[src/rtl/status_reg_pkg.sv]
`default_nettype none
// ============================================================================
// Module   : status_pkg
// Purpose  : Shared definitions for the 6502 processor status register (P):
//            flag command encoding, bit positions and the reset value.
// Revision : 1.0 - initial release
// ============================================================================
package status_pkg;

  // One flag command per cycle, issued alongside flag_en
  typedef enum logic [3:0] {
    FOP_NOP       = 4'd0,
    FOP_NZ        = 4'd1,
    FOP_NZC       = 4'd2,
    FOP_NZCV      = 4'd3,
    FOP_NZ_BUS    = 4'd4,
    FOP_BIT       = 4'd5,
    FOP_PLP       = 4'd6,
    FOP_CLC       = 4'd7,
    FOP_SEC       = 4'd8,
    FOP_CLI       = 4'd9,
    FOP_SEI       = 4'd10,
    FOP_CLD       = 4'd11,
    FOP_SED       = 4'd12,
    FOP_CLV       = 4'd13,
    FOP_IRQ_ENTRY = 4'd14,
    FOP_RSVD      = 4'd15
  } flag_op_e;

  // Bit positions inside the P byte
  localparam int P_N = 7;
  localparam int P_V = 6;
  localparam int P_U = 5;
  localparam int P_B = 4;
  localparam int P_D = 3;
  localparam int P_I = 2;
  localparam int P_Z = 1;
  localparam int P_C = 0;

  // P as seen on the stack after reset with default parameters (I=1, D=0, B=0)
  localparam logic [7:0] P_RESET = 8'h24;

  // Assemble the pushable P byte; bit 5 always reads as 1
  function automatic logic [7:0] make_p(input logic n, input logic v,
                                        input logic b, input logic d,
                                        input logic i, input logic z,
                                        input logic c);
    logic [7:0] p;
    p      = 8'h00;
    p[P_N] = n;
    p[P_V] = v;
    p[P_U] = 1'b1;
    p[P_B] = b;
    p[P_D] = d;
    p[P_I] = i;
    p[P_Z] = z;
    p[P_C] = c;
    return p;
  endfunction

endpackage
`default_nettype wire

[src/rtl/status_reg_if.sv]
`default_nettype none
// ============================================================================
// Module   : status_reg_if
// Purpose  : Bundle between the controller/ALU side and the status register.
//            master = controller/ALU side, slave = status register.
// Revision : 1.0 - initial release
// ============================================================================
interface status_reg_if;
  import status_pkg::*;

  logic       flag_en;
  flag_op_e   flag_op;
  logic [7:0] alu_result;
  logic       alu_carry;
  logic       alu_overflow;
  logic [7:0] bus_in;
  logic       push_brk;

  logic [7:0] p_out;
  logic       carry_flag;
  logic       decimal_flag;
  logic       zero_flag;
  logic       negative_flag;
  logic       overflow_flag;
  logic       irq_inhibit;

  modport master (
    output flag_en, flag_op, alu_result, alu_carry, alu_overflow, bus_in, push_brk,
    input  p_out, carry_flag, decimal_flag, zero_flag, negative_flag,
           overflow_flag, irq_inhibit
  );

  modport slave (
    input  flag_en, flag_op, alu_result, alu_carry, alu_overflow, bus_in, push_brk,
    output p_out, carry_flag, decimal_flag, zero_flag, negative_flag,
           overflow_flag, irq_inhibit
  );

endinterface
`default_nettype wire

[src/rtl/status_reg.sv]
`default_nettype none
// ============================================================================
// Module   : status_reg
// Purpose  : 6502 status register P. Six stored flags (N V D I Z C) updated by
//            one flag command per enabled cycle; B is supplied live at push
//            time and bit 5 is hard-wired to 1. irq_inhibit lags I by one
//            clock to reproduce the CLI/SEI one-instruction latency.
// Revision : 1.0 - initial release
// ============================================================================
module status_reg
  import status_pkg::*;
#(
  parameter bit RESET_I = 1'b1,
  parameter bit RESET_D = 1'b0
) (
  input  wire logic   clk,
  input  wire logic   rst,
  status_reg_if.slave sif
);

  logic r_n, r_v, r_d, r_i, r_z, r_c;
  logic r_irq_inh;
  logic w_n, w_v, w_d, w_i, w_z, w_c;
  logic w_alu_zero;
  logic w_bus_zero;

  assign w_alu_zero = (sif.alu_result == 8'h00);
  assign w_bus_zero = (sif.bus_in == 8'h00);

  // Next-state selection: every flag holds unless the active command names it
  always_comb begin
    w_n = r_n;
    w_v = r_v;
    w_d = r_d;
    w_i = r_i;
    w_z = r_z;
    w_c = r_c;
    if (sif.flag_en) begin
      case (sif.flag_op)
        FOP_NZ: begin
          w_n = sif.alu_result[7];
          w_z = w_alu_zero;
        end
        FOP_NZC: begin
          w_n = sif.alu_result[7];
          w_z = w_alu_zero;
          w_c = sif.alu_carry;
        end
        FOP_NZCV: begin
          w_n = sif.alu_result[7];
          w_z = w_alu_zero;
          w_c = sif.alu_carry;
          w_v = sif.alu_overflow;
        end
        FOP_NZ_BUS: begin
          w_n = sif.bus_in[7];
          w_z = w_bus_zero;
        end
        FOP_BIT: begin
          // N and V come from the memory operand, Z from A AND M
          w_n = sif.bus_in[7];
          w_v = sif.bus_in[6];
          w_z = w_alu_zero;
        end
        FOP_PLP: begin
          // bits 5 and 4 of the pulled byte have no storage and are dropped
          w_n = sif.bus_in[P_N];
          w_v = sif.bus_in[P_V];
          w_d = sif.bus_in[P_D];
          w_i = sif.bus_in[P_I];
          w_z = sif.bus_in[P_Z];
          w_c = sif.bus_in[P_C];
        end
        FOP_CLC:       w_c = 1'b0;
        FOP_SEC:       w_c = 1'b1;
        FOP_CLI:       w_i = 1'b0;
        FOP_SEI:       w_i = 1'b1;
        FOP_CLD:       w_d = 1'b0;
        FOP_SED:       w_d = 1'b1;
        FOP_CLV:       w_v = 1'b0;
        FOP_IRQ_ENTRY: w_i = 1'b1;
        default: ;     // NOP and the reserved code leave all flags alone
      endcase
    end
  end

  // Flag storage; reset is asynchronous and overrides any command in flight
  always_ff @(posedge clk or posedge rst) begin
    if (rst) begin
      r_n <= 1'b0;
      r_v <= 1'b0;
      r_d <= RESET_D;
      r_i <= RESET_I;
      r_z <= 1'b0;
      r_c <= 1'b0;
    end else begin
      r_n <= w_n;
      r_v <= w_v;
      r_d <= w_d;
      r_i <= w_i;
      r_z <= w_z;
      r_c <= w_c;
    end
  end

  // Interrupt inhibit follows I one clock later, regardless of flag_en
  always_ff @(posedge clk or posedge rst) begin
    if (rst) r_irq_inh <= RESET_I;
    else     r_irq_inh <= r_i;
  end

  assign sif.p_out         = make_p(r_n, r_v, sif.push_brk, r_d, r_i, r_z, r_c);
  assign sif.carry_flag    = r_c;
  assign sif.decimal_flag  = r_d;
  assign sif.zero_flag     = r_z;
  assign sif.negative_flag = r_n;
  assign sif.overflow_flag = r_v;
  assign sif.irq_inhibit   = r_irq_inh;

endmodule
`default_nettype wire

[src/flat_wrapper.sv]
// flat-port wrapper written by rule: the top's interface ports become plain ports
module status_reg_flat import status_pkg::*;
#(
  parameter bit RESET_I = 1'b1,
  parameter bit RESET_D = 1'b0
)
  (clk, rst, sif_flag_en, sif_flag_op, sif_alu_result, sif_alu_carry, sif_alu_overflow, sif_bus_in, sif_push_brk, sif_p_out, sif_carry_flag, sif_decimal_flag, sif_zero_flag, sif_negative_flag, sif_overflow_flag, sif_irq_inhibit);
  status_reg_if sif_i ();
  input  wire logic clk;
  input  wire logic rst;
  input wire logic [$bits(sif_i.flag_en)-1:0] sif_flag_en;
  input wire logic [$bits(sif_i.flag_op)-1:0] sif_flag_op;
  input wire logic [$bits(sif_i.alu_result)-1:0] sif_alu_result;
  input wire logic [$bits(sif_i.alu_carry)-1:0] sif_alu_carry;
  input wire logic [$bits(sif_i.alu_overflow)-1:0] sif_alu_overflow;
  input wire logic [$bits(sif_i.bus_in)-1:0] sif_bus_in;
  input wire logic [$bits(sif_i.push_brk)-1:0] sif_push_brk;
  output wire logic [$bits(sif_i.p_out)-1:0] sif_p_out;
  output wire logic [$bits(sif_i.carry_flag)-1:0] sif_carry_flag;
  output wire logic [$bits(sif_i.decimal_flag)-1:0] sif_decimal_flag;
  output wire logic [$bits(sif_i.zero_flag)-1:0] sif_zero_flag;
  output wire logic [$bits(sif_i.negative_flag)-1:0] sif_negative_flag;
  output wire logic [$bits(sif_i.overflow_flag)-1:0] sif_overflow_flag;
  output wire logic [$bits(sif_i.irq_inhibit)-1:0] sif_irq_inhibit;
  assign sif_i.flag_en = sif_flag_en;
  assign sif_i.flag_op = sif_flag_op;
  assign sif_i.alu_result = sif_alu_result;
  assign sif_i.alu_carry = sif_alu_carry;
  assign sif_i.alu_overflow = sif_alu_overflow;
  assign sif_i.bus_in = sif_bus_in;
  assign sif_i.push_brk = sif_push_brk;
  assign sif_p_out = sif_i.p_out;
  assign sif_carry_flag = sif_i.carry_flag;
  assign sif_decimal_flag = sif_i.decimal_flag;
  assign sif_zero_flag = sif_i.zero_flag;
  assign sif_negative_flag = sif_i.negative_flag;
  assign sif_overflow_flag = sif_i.overflow_flag;
  assign sif_irq_inhibit = sif_i.irq_inhibit;
  status_reg #(.RESET_I(RESET_I), .RESET_D(RESET_D)) u_core (.clk(clk), .rst(rst), .sif(sif_i));
endmodule
[config.mk]
export PLATFORM = sky130hd
export DESIGN_NAME = status_reg_flat
export DESIGN_NICKNAME = d
export VERILOG_FILES = /design/src/rtl/status_reg_pkg.sv /design/src/rtl/status_reg_if.sv /design/src/rtl/status_reg.sv /design/src/flat_wrapper.sv
export SDC_FILE = /design/constraint.sdc
export NUM_CORES = 1
export LEC_CHECK = 0
export CORE_MARGIN = 2
export CORE_UTILIZATION = 30
export CTS_CLUSTER_SIZE = 14
export DETAILED_ROUTE_END_ITERATION = 7
export HOLD_SLACK_MARGIN = 0.12
export PLACE_DENSITY = 0.71
export REMOVE_ABC_BUFFERS = 1
export SYNTH_ARGS = -nofsm -noshare
export SYNTH_HDL_FRONTEND = slang
export SYNTH_SLANG_ARGS = --single-unit
[constraint.sdc]
create_clock -name clk -period 0.8 [get_ports clk]
set_input_delay 0.08 -clock clk [delete_from_list [all_inputs] [get_ports clk]]
set_output_delay 0.08 -clock clk [all_outputs]
set_load 0.1 [all_outputs]
==> reports/summary.txt, run 1 <==
FLOORPLAN
---------------------------------------------------------------------------------
Top-level port count ...............................................           40
Die outline area ................................................... 0.00249 mm^2
Die height .........................................................      49.9 um
Starting utilization of the core area ..............................        31.9%
Placeable core region .............................................. 0.00198 mm^2
Overall die width ..................................................      49.9 um
Core Rows ..........................................................           16

TIMING
---------------------------------------------------------------------------------
Final Skew ......................................................... 0.0000325 ns
Ratio of final minimum period to clock period ......................         132%
Final hold vios ....................................................            0
Time the final worst path needs with I/O delays and setup ..........      1.05 ns
Slew Viols, Final ..................................................            0
Final setup margin .................................................    -0.252 ns
Highest Clock Rate .................................................    0.950 GHz
Worst hold slack across all endpoints ..............................    0.0608 ns
Unrepaired setup endpoints after global routing ....................         true
Fin Setup TNS ......................................................     -2.81 ns
Final number of setup-violating endpoints ..........................           18

GLOBAL ROUTING
---------------------------------------------------------------------------------
Overall global routing resource usage ..............................        19.8%
Initial antenna violation count ....................................            0
Peak-usage layer in the global routing report ......................         met2
Met2 Usage GRT .....................................................        31.8%
Met3 usage .........................................................        8.48%
Number of global-route vias before repair ..........................          785
Maximum number of pins on one net before global-route repair .......            8
Total global routing overflow ......................................            0
Wire length of the first global-routing pass .......................      3670 um
Met1 usage .........................................................        24.7%

SETUP PATH
---------------------------------------------------------------------------------
Startpoint-to-endpoint class of the critical path ..................   reg -> out
Critical R2R Launch ................................................ u_core.sif.carry_flag
Delay-heaviest family, CP ..........................................   flip-flops
Critical Path Sink Type ............................................ primary output
Ordered list of cells on the worst path ............................       buf_12
Data required time at the worst endpoint ...........................      0.72 ns
Startpoint class of the critical path ..............................    flip-flop
Start point of the critical path ...................................   u_core.r_i
Slowest cell delay on critical path ................................      0.55 ns
Slowest cell on the critical path .................................. sky130_fd_sc_hd__dfstp_2
Signal arrival time at the worst endpoint ..........................      0.97 ns
Buffers and inverters on the worst path ............................            1
Maximum fanout along the worst path ................................            2

PWR
---------------------------------------------------------------------------------
Power per cell area ................................................ 2140 mW/mm^2
Leakage component of the power .....................................     0.651 nW
Total power of the final layout ....................................      3.11 mW
Peak supply drop ...................................................      2.46 mV

FINAL LAYOUT
---------------------------------------------------------------------------------
Fin util ...........................................................        73.5%
Layout cell share with drive strength beyond 1 .....................        57.0%
Layout area overhead ...............................................         130%
Final net count ....................................................          155
Number of antenna diodes ...........................................            0
Non-filler instance count after layout .............................          155
Layout fillers .....................................................          127

ROUTE
---------------------------------------------------------------------------------
Antenna violation net count after detailed routing .................            0
Average via count per standard cell ................................         5.03
Pre-antenna DRT Iters ..............................................            4
DR WL/cell .........................................................      15.7 um
DR iter-0 viols ....................................................           12
Total via count after detailed routing .............................          780
Total wire length after detailed routing ...........................      2430 um
Remaining DRCs .....................................................            0

CTS
---------------------------------------------------------------------------------
TritonCTS sink count ...............................................            7
Root buffer cell ................................................... sky130_fd_sc_hd__clkbuf_4
Clock tree from TritonCTS ..........................................        built
H-Tree Depth .......................................................            1
Max Buffers Root-to-Sink ...........................................            2
Register clock-pin slew on the reported worst setup and hold paths .      0.05 ns
Clock latency reported for the late side of the worst-skew pair ....      0.24 ns
CTS buffer count ...................................................            3

HOLD PATH
---------------------------------------------------------------------------------
Hold WC Path Type ..................................................  in -> async

SYNTH
---------------------------------------------------------------------------------
Area share of the largest cell type after synthesis ................        19.8%
Number of enable flip-flop cells after synthesis ...................            0
Netlist area before placement ......................................     633 um^2
#FFs+latches synth .................................................            7
Most repeated cell in the gate-level netlist after synthesis ....... sky130_fd_sc_hd__buf_4
Top flip-flop cell by instance count after synthesis ............... sky130_fd_sc_hd__dfrtp_1
Post-synth top area cell ........................................... sky130_fd_sc_hd__dfrtp_1
Cell types with the largest area share after synthesis ............. sky130_fd_sc_hd__dfrtp_1 20%, sky130_fd_sc_hd__buf_4 9.5%, sky130_fd_sc_hd__dfstp_2 8.3%
Mean area per synthesized cell .....................................    8.12 um^2
Register area share after synthesis ................................        28.1%
Commonest cells in the synthesized netlist ......................... 8 x sky130_fd_sc_hd__buf_4, 7 x sky130_fd_sc_hd__nor2_1, 6 x sky130_fd_sc_hd__a21oi_1
Unique cell type count in the Yosys netlist ........................           34
Warnings, synthesis ................................................            0
Synthesized instance count .........................................           78
Fraction of registers with async set/reset .........................         100%

PLACEMENT
---------------------------------------------------------------------------------
Placed cells .......................................................          145
Routability cong. ..................................................        0.832
Total of buffers placed on input and output ports ..................           36
Placed wire-length estimate ........................................      1650 um

JOB
---------------------------------------------------------------------------------
Number of max-cap violations .......................................            0

OUTCOME
---------------------------------------------------------------------------------
Run status ......................................................... complete, but fails checks
Violated checks .................................................... negative setup slack

## cells in the final DEF (no fill, tap or decap), drive strengths merged, types with 3 or more instances in the layout
cell            n
nand2           4
a31oi           3
nand3           3
dlymetal6s2s    3
dfrtp           5
dlygate4sd2    11
clkbuf          4
mux2            3
o21ai           4
nor2            7
buf            38
a21oi           6
nor4            3
clkdlybuf4s50   6
## what timing repair did
item	CTS	global route
gates resized for setup	68	20
setup buffers	5	1
endpoints found under the setup margin	18	18
pin swaps	17	10
endpoints found under the hold margin	5	5
## cell families after synthesis
family	after synthesis	share of synthesized area (%)
compound gates	20	21.0
buf+inv	14	14.6
xor+xnor	1	1.38
mux	4	6.92
simple gates	31	27.5
other cells	1	0.592
flops	7	28.1
## stage by stage
stage	cell area, um^2	worst slack, ns
6_report	1460	-0.252
5_1_grt	1460	-0.308
4_1_cts	1360	-0.278
3_5_place_dp	1180	-0.949
3_3_place_gp	1180	-0.953
2_1_floorplan	548	-1.10
## routing by layer
metal  wire length, um  vias up
met2              1190       34
met4                 4        0
met5                 0        -
met1              1050      371
li1                  -      373
met3               180        2
## power by group
part | leakage, nW | internal, mW | switching, mW
clock network | 0.0150 | 0.189 | 0.116
registers | 0.0765 | 0.461 | 0.0986
logic | 0.560 | 0.893 | 1.36
## final cells by class
class                   count  area (um^2)  area share [%]
repair buffers             58          701            48.1
multi-input cells          57          507            34.8
flip-flops and latches      7          181            12.5
well taps                  27         33.8            2.32
clock buffers               4         26.3            1.80
inverters                   2         7.51           0.515
## registers in the layout, summed over array words and instances, names as in the netlist
signal / cells
u_core.r_i: 1
u_core.sif.zero_flag: 1
u_core.sif.decimal_flag: 1
u_core.sif.overflow_flag: 1
u_core.sif.irq_inhibit: 1
u_core.sif.carry_flag: 1
u_core.sif.negative_flag: 1
## final timing paths
| path | slack, ns | endpoint | cells past startpoint |
|---|---|---|---|
| max | -0.25 | sif_p_out[2] | 1 |
| min | 0.06 | u_core.sif.overflow_flag | 2 |
| max reg2reg | -0.06 | u_core.sif.carry_flag | 3 |
| min reg2reg | 0.51 | u_core.sif.irq_inhibit | 1 |
| max in group asynchronous | 0.48 | u_core.r_i | 2 |
| min in group clk | 0.16 | sif_p_out[4] | 0 |
No activity file was read; power rests on OpenSTA's default activity.
==> inputs of run 2 (changes only) <==
--- a/config.mk
+++ b/config.mk
@@ -5,13 +5,14 @@
 export SDC_FILE = /design/constraint.sdc
 export NUM_CORES = 1
 export LEC_CHECK = 0
-export CORE_MARGIN = 2
+export CORE_MARGIN = 4
 export CORE_UTILIZATION = 30
 export CTS_CLUSTER_SIZE = 14
 export DETAILED_ROUTE_END_ITERATION = 7
 export HOLD_SLACK_MARGIN = 0.12
 export PLACE_DENSITY = 0.71
 export REMOVE_ABC_BUFFERS = 1
+export SLEW_MARGIN = 20
 export SYNTH_ARGS = -nofsm -noshare
 export SYNTH_HDL_FRONTEND = slang
 export SYNTH_SLANG_ARGS = --single-unit
==> run 2 against run 1 <==
Critical endpoint is now sif_overflow_flag. Worst hold slack lost 0.0069 ns. Maximum frequency decreased by 2.0%. Largest cell class unchanged. Critical path type unchanged. Die area rose by 17%. Sequential share of layout area is 0.15 points lower. Design area up 1.2%. The flow still finishes with violations (negative setup slack). Largest power group unchanged. Via count up 14%. Sequential power rose by 2%. Clock power increased by 18%. Critical path depth is 1 higher.
==> reports/summary.txt, run 2 (synthesis results as in run 1) <==
OUTCOME
---------------------------------------------------------------------------------
Run status ......................................................... complete, but fails checks
Violated checks .................................................... negative setup slack

CTS
---------------------------------------------------------------------------------
CTS buffer count ...................................................            3
TritonCTS sink count ...............................................            7
Clock latency reported for the late side of the worst-skew pair ....      0.25 ns
Register clock-pin slew on the reported worst setup and hold paths .      0.07 ns
Root buffer cell ................................................... sky130_fd_sc_hd__clkbuf_4
H-Tree Depth .......................................................            1
Max Buffers Root-to-Sink ...........................................            2
Clock tree from TritonCTS ..........................................        built

PLACEMENT
---------------------------------------------------------------------------------
Total of buffers placed on input and output ports ..................           36
Cell area reported after detailed placement ........................ 0.00117 mm^2
Placed wire-length estimate ........................................      1810 um
Routability cong. ..................................................        0.909
Placed cells .......................................................          144

SETUP PATH
---------------------------------------------------------------------------------
Start point of the critical path ................................... u_core.sif.overflow_flag
Reg-to-reg setup timing slack ......................................     -0.14 ns
Startpoint class of the critical path ..............................    flip-flop
Signal arrival time at the worst endpoint ..........................      0.99 ns
Startpoint-to-endpoint class of the critical path ..................   reg -> out
Maximum fanout along the worst path ................................            2
Critical R2R Launch ................................................   u_core.r_i
Slowest cell on the critical path .................................. sky130_fd_sc_hd__dfrtp_1
Number of cells on the worst reg-to-reg path .......................            3
Data required time at the worst endpoint ...........................      0.72 ns
Number of cells on the critical path ...............................            2
Critical Path Sink Type ............................................ primary output
Critical register-to-register path endpoint ........................   u_core.r_i
Ordered list of cells on the worst path ............................ buf_6 > buf_12
Delay-heaviest family, CP ..........................................   flip-flops
Buffers and inverters on the worst path ............................            2
Slowest cell delay on critical path ................................      0.42 ns
CP Capture Point ................................................... sif_overflow_flag

FINAL LAYOUT
---------------------------------------------------------------------------------
Final net count ....................................................          159
Non-filler instance count after layout .............................          159
Layout cell share with drive strength beyond 1 .....................        59.8%
Fin util ...........................................................        74.4%
Commonest cells after routing, fill and taps aside ................. 14 x sky130_fd_sc_hd__buf_12, 14 x sky130_fd_sc_hd__buf_4, 13 x sky130_fd_sc_hd__dlygate4sd2_1, 10 x sky130_fd_sc_hd__buf_6
Post-route cell area ............................................... 0.00147 mm^2
Layout area overhead ...............................................         133%
Number of antenna diodes ...........................................            0

FLOORPLAN
---------------------------------------------------------------------------------
Top-level port count ...............................................           40
Core Rows ..........................................................           16
Overall die width ..................................................      53.9 um
Die height .........................................................      53.9 um
Starting utilization of the core area ..............................        31.9%
Die outline area ................................................... 0.00291 mm^2
Placeable core region .............................................. 0.00198 mm^2

ROUTE
---------------------------------------------------------------------------------
Antenna violation net count after detailed routing .................            0
Pre-antenna DRT Iters ..............................................            4
DR iter-0 viols ....................................................           20
Total wire length after detailed routing ...........................      3270 um
Average via count per standard cell ................................         5.58
Remaining DRCs .....................................................            0
DR WL/cell .........................................................      20.6 um
Total via count after detailed routing .............................          888

GLOBAL ROUTING
---------------------------------------------------------------------------------
Initial antenna violation count ....................................            0
Wire length of the first global-routing pass .......................      4340 um
Total global routing overflow ......................................            0
Number of global-route vias before repair ..........................          928
Overall global routing resource usage ..............................        21.2%
Maximum number of pins on one net before global-route repair .......            8

TIMING
---------------------------------------------------------------------------------
Fin Setup TNS ......................................................     -3.45 ns
Final setup margin .................................................    -0.274 ns
Final number of setup-violating endpoints ..........................           18
Unrepaired setup endpoints after global routing ....................         true
Worst hold slack across all endpoints ..............................    0.0539 ns
Final hold vios ....................................................            0
Slew Viols, Final ..................................................            0
Highest Clock Rate .................................................    0.931 GHz
Ratio of final minimum period to clock period ......................         134%
Final Skew .........................................................  0.000130 ns
Time the final worst path needs with I/O delays and setup ..........      1.07 ns

PWR
---------------------------------------------------------------------------------
Power per cell area ................................................ 2210 mW/mm^2
Peak supply drop ...................................................      2.16 mV
Leakage component of the power .....................................     0.666 nW

HOLD PATH
---------------------------------------------------------------------------------
Hold WC Path Type ..................................................  in -> async

JOB
---------------------------------------------------------------------------------
Number of max-cap violations .......................................            0

[run 2: cell count changes in the layout (fill, tap and decap cells not counted), sizes merged]
cell and delta:
buf +4, dlymetal6s2s -1, clkdlybuf4s50 -1, dlygate4sd2 +2
[run 2: final cells by class]
cell class                 count  area, um^2
tap                           27        33.8
clock buffer                   4        26.3
timing repair buffer          62         717
multi-input combinational     57         508
inverter                       2        7.51
fill                         121         508
sequential                     7         181
[run 2: worst min-delay path by stage]
stage,startpoint,to,slack (ns),cells after the start
2_1_floorplan,rst,u_core.sif.carry_flag,-0.12,1
3_3_place_gp,sif_push_brk,sif_p_out[4],0.16,0
3_5_place_dp,sif_push_brk,sif_p_out[4],0.16,0
4_1_cts,rst,u_core.sif.overflow_flag,0.07,2
5_1_grt,rst,u_core.sif.overflow_flag,0.07,2
6_report,rst,u_core.sif.carry_flag,0.05,2
[run 2: power breakdown]
part / internal (mW) / switching (mW)
registers: 0.460 / 0.108
clock network: 0.192 / 0.169
logic: 0.934 / 1.40
total: 1.59 / 1.67
[run 2: metrics by stage]
| stage | setup slack [ns] | total power, mW |
|---|---|---|
| floorplan | -1.10 | 1.69 |
| global placement | -0.941 | 2.62 |
| detailed placement | -0.992 | 2.64 |
| CTS | -0.272 | 3.15 |
| global route | -0.303 | 3.35 |
| finish | -0.274 | 3.26 |
[run 2: metal layers]
metal | vias to the layer above | GRT usage, % | routed length, um
met2 | 70 | 38.5 | 1620
met4 | 0 | 8.09 | 144
li1 | 382 | - | -
met1 | 420 | 22.2 | 1230
met5 | - | 0 | 0
met3 | 16 | 7.20 | 270
[run 2: worst reg2reg max path, stage by stage (launching register included)]
cell and delay, ns:
sky130_fd_sc_hd__dfstp_2 0.56, sky130_fd_sc_hd__buf_4 0.12, sky130_fd_sc_hd__buf_6 0.08, sky130_fd_sc_hd__mux2_2 0.13
[run 2: timing repair]
| action | CTS | global route |
|---|---|---|
| hold endpoints to repair | 5 | 5 |
| buffers inserted | 8 | 1 |
| pin swaps | 16 | 6 |
| endpoints found under the setup margin | 18 | 18 |
| resized for setup | 75 | 14 |
| cloned | 2 | 0 |
==> inputs of run 3 (changes only) <==
--- a/config.mk
+++ b/config.mk
@@ -5,12 +5,13 @@
 export SDC_FILE = /design/constraint.sdc
 export NUM_CORES = 1
 export LEC_CHECK = 0
+export CORE_ASPECT_RATIO = 1.75
 export CORE_MARGIN = 4
-export CORE_UTILIZATION = 30
+export CORE_UTILIZATION = 27
 export CTS_CLUSTER_SIZE = 14
 export DETAILED_ROUTE_END_ITERATION = 7
 export HOLD_SLACK_MARGIN = 0.12
-export PLACE_DENSITY = 0.71
+export PLACE_DENSITY = 0.65
 export REMOVE_ABC_BUFFERS = 1
 export SLEW_MARGIN = 20
 export SYNTH_ARGS = -nofsm -noshare
==> constraint.sdc (replaced) <==
create_clock -name clk -period 0.8 [get_ports clk]
set_input_delay 0.16 -clock clk [delete_from_list [all_inputs] [get_ports clk]]
set_output_delay 0.16 -clock clk [all_outputs]
set_load 0.1 [all_outputs]
==> run 3 against run 2 <==
The flow still finishes with violations (negative setup slack). Via count fell by 12%. Highest routed layer unchanged. Clock power rose by 43%. Critical path type unchanged. Cell count decreased by 4.4%. Sequential share of layout area is 0.51 points higher. Worst setup slack worse by 0.061 ns. Non-clock buffer count fell by 5.
==> reports/summary.txt, run 3 (synthesis results as in run 1) <==
GLOBAL ROUTING
---------------------------------------------------------------------------------
Wire length of the first global-routing pass .......................      3900 um
Initial antenna violation count ....................................            0
Number of global-route vias before repair ..........................          840
Overall global routing resource usage ..............................        16.7%
Maximum number of pins on one net before global-route repair .......           12
Total global routing overflow ......................................            0

TIMING
---------------------------------------------------------------------------------
Final number of setup-violating endpoints ..........................           18
Final Skew ......................................................... 0.0000137 ns
Highest Clock Rate .................................................    0.881 GHz
Slew Viols, Final ..................................................            0
Final hold vios ....................................................            0
Ratio of final minimum period to clock period ......................         142%
Final setup margin .................................................    -0.335 ns
Unrepaired setup endpoints after global routing ....................         true
Time the final worst path needs with I/O delays and setup ..........      1.13 ns

PLACEMENT
---------------------------------------------------------------------------------
Placed cells .......................................................          143
Placed wire-length estimate ........................................      1840 um
Cell area reported after detailed placement ........................ 0.00118 mm^2
Routability cong. ..................................................        0.798
Total of buffers placed on input and output ports ..................           36

ROUTE
---------------------------------------------------------------------------------
Average via count per standard cell ................................         5.13
Remaining DRCs .....................................................            0
DR WL/cell .........................................................      17.2 um
Total wire length after detailed routing ...........................      2620 um
Antenna violation net count after detailed routing .................            0
DR iter-0 viols ....................................................           18
Pre-antenna DRT Iters ..............................................            4
Total via count after detailed routing .............................          780

FINAL LAYOUT
---------------------------------------------------------------------------------
Commonest non-fill, non-tap cell in the layout ..................... sky130_fd_sc_hd__dlygate4sd2_1
Number of antenna diodes ...........................................            0
Final net count ....................................................          154
Commonest cells after routing, fill and taps aside ................. 16 x sky130_fd_sc_hd__dlygate4sd2_1, 14 x sky130_fd_sc_hd__buf_12, 14 x sky130_fd_sc_hd__buf_4, 7 x sky130_fd_sc_hd__buf_6
Post-route cell area ............................................... 0.00144 mm^2
Layout area overhead ...............................................         127%
Layout cell share with drive strength beyond 1 .....................        55.9%
Non-filler instance count after layout .............................          152
Layout fillers .....................................................          168
Area of the multi-input gates ......................................     483 um^2
Fin util ...........................................................        63.1%
Sequential cell area in the final layout ...........................     184 um^2

SETUP PATH
---------------------------------------------------------------------------------
Maximum fanout along the worst path ................................            3
Slowest cell delay on critical path ................................      0.56 ns
Buffers and inverters on the worst path ............................            1
Ordered list of cells on the worst path ............................       buf_12
Slowest cell on the critical path .................................. sky130_fd_sc_hd__dfstp_2
Startpoint-to-endpoint class of the critical path ..................   reg -> out
Delay-heaviest family, CP ..........................................   flip-flops
Critical Path Sink Type ............................................ primary output
Startpoint class of the critical path ..............................    flip-flop
Data required time at the worst endpoint ...........................      0.64 ns
Signal arrival time at the worst endpoint ..........................      0.97 ns

CTS
---------------------------------------------------------------------------------
Clock latency reported for the late side of the worst-skew pair ....      0.23 ns
Root buffer cell ................................................... sky130_fd_sc_hd__clkbuf_8
H-Tree Depth .......................................................            1
Register clock-pin slew on the reported worst setup and hold paths .      0.04 ns
CTS buffer count ...................................................            3
TritonCTS sink count ...............................................            7
Max Buffers Root-to-Sink ...........................................            2
Clock tree from TritonCTS ..........................................        built

FLOORPLAN
---------------------------------------------------------------------------------
Placeable core region .............................................. 0.00227 mm^2
Starting utilization of the core area ..............................        27.8%
Die height .........................................................      72.1 um
Overall die width ..................................................      44.6 um
Core Rows ..........................................................           23
Top-level port count ...............................................           40
Die outline area ................................................... 0.00321 mm^2

JOB
---------------------------------------------------------------------------------
Number of max-cap violations .......................................            0

PWR
---------------------------------------------------------------------------------
Power per cell area ................................................ 2260 mW/mm^2
Leakage component of the power .....................................     0.632 nW
Peak supply drop ...................................................      1.93 mV

HOLD PATH
---------------------------------------------------------------------------------
Hold WC Path Type ..................................................  in -> async

OUTCOME
---------------------------------------------------------------------------------
Violated checks .................................................... negative setup slack
Run status ......................................................... complete, but fails checks

run 3: power by group:
| group | internal, mW | total (mW) | leakage, nW | switching (mW) |
|---|---|---|---|---|
| Combinational | 0.827 | 2.12 | 0.535 | 1.29 |
| Clock | 0.346 | 0.515 | 0.0228 | 0.168 |
| Sequential | 0.467 | 0.608 | 0.0742 | 0.141 |
run 3: layer usage:
layer	wire, um	share of wire [%]	up-vias	GRT usage, %
li1	-	-	371	-
met1	928	35	373	17.6
met2	1500	57	27	29.6
met3	105	4.0	9	2.73
met4	84	3.2	0	9.73
met5	0	0	-	0
run 3: layout make-up:
| type | count | area share (%) |
|---|---|---|
| timing repair buffer | 57 | 47.7 |
| multi-input combinational | 57 | 33.7 |
| tap | 25 | 2.18 |
| clock buffer | 4 | 3.14 |
| sequential | 7 | 12.8 |
| inverter | 2 | 0.523 |
run 3: path summary, 6_finish.rpt:
path,start,to,slack [ns],cells after the start
setup / recovery,u_core.r_i,sif_p_out[2],-0.33,1
hold / removal,rst,u_core.sif.overflow_flag,0.18,2
setup reg to reg,u_core.sif.overflow_flag,u_core.sif.overflow_flag,-0.03,1
hold reg to reg,u_core.r_i,u_core.sif.irq_inhibit,0.39,0
max in group asynchronous,rst,u_core.r_i,0.35,2
min in group clk,sif_push_brk,sif_p_out[4],0.32,0
run 3: repair_timing:
item | CTS | global route
setup buffers | 2 | 2
setup endpoints to repair | 18 | 18
endpoints found under the hold margin | 0 | 0
gates resized for setup | 82 | 3
pin swaps | 18 | 4
hold buffers | 0 | 0
gates cloned | 0 | 1
run 3: per-stage QoR:
step | total power [mW] | hold WS [ns] | worst slack, ns | TNS (ns)
final | 3.24 | 0.177 | -0.335 | -3.97
after global routing | 3.35 | 0.225 | -0.354 | -4.45
after CTS | 3.24 | 0.182 | -0.342 | -3.99
after detailed placement | 2.60 | 0.321 | -1.14 | -6.52
after global placement | 2.59 | 0.321 | -1.12 | -6.26
after floorplan | 1.69 | -0.0381 | -1.10 | -14.81
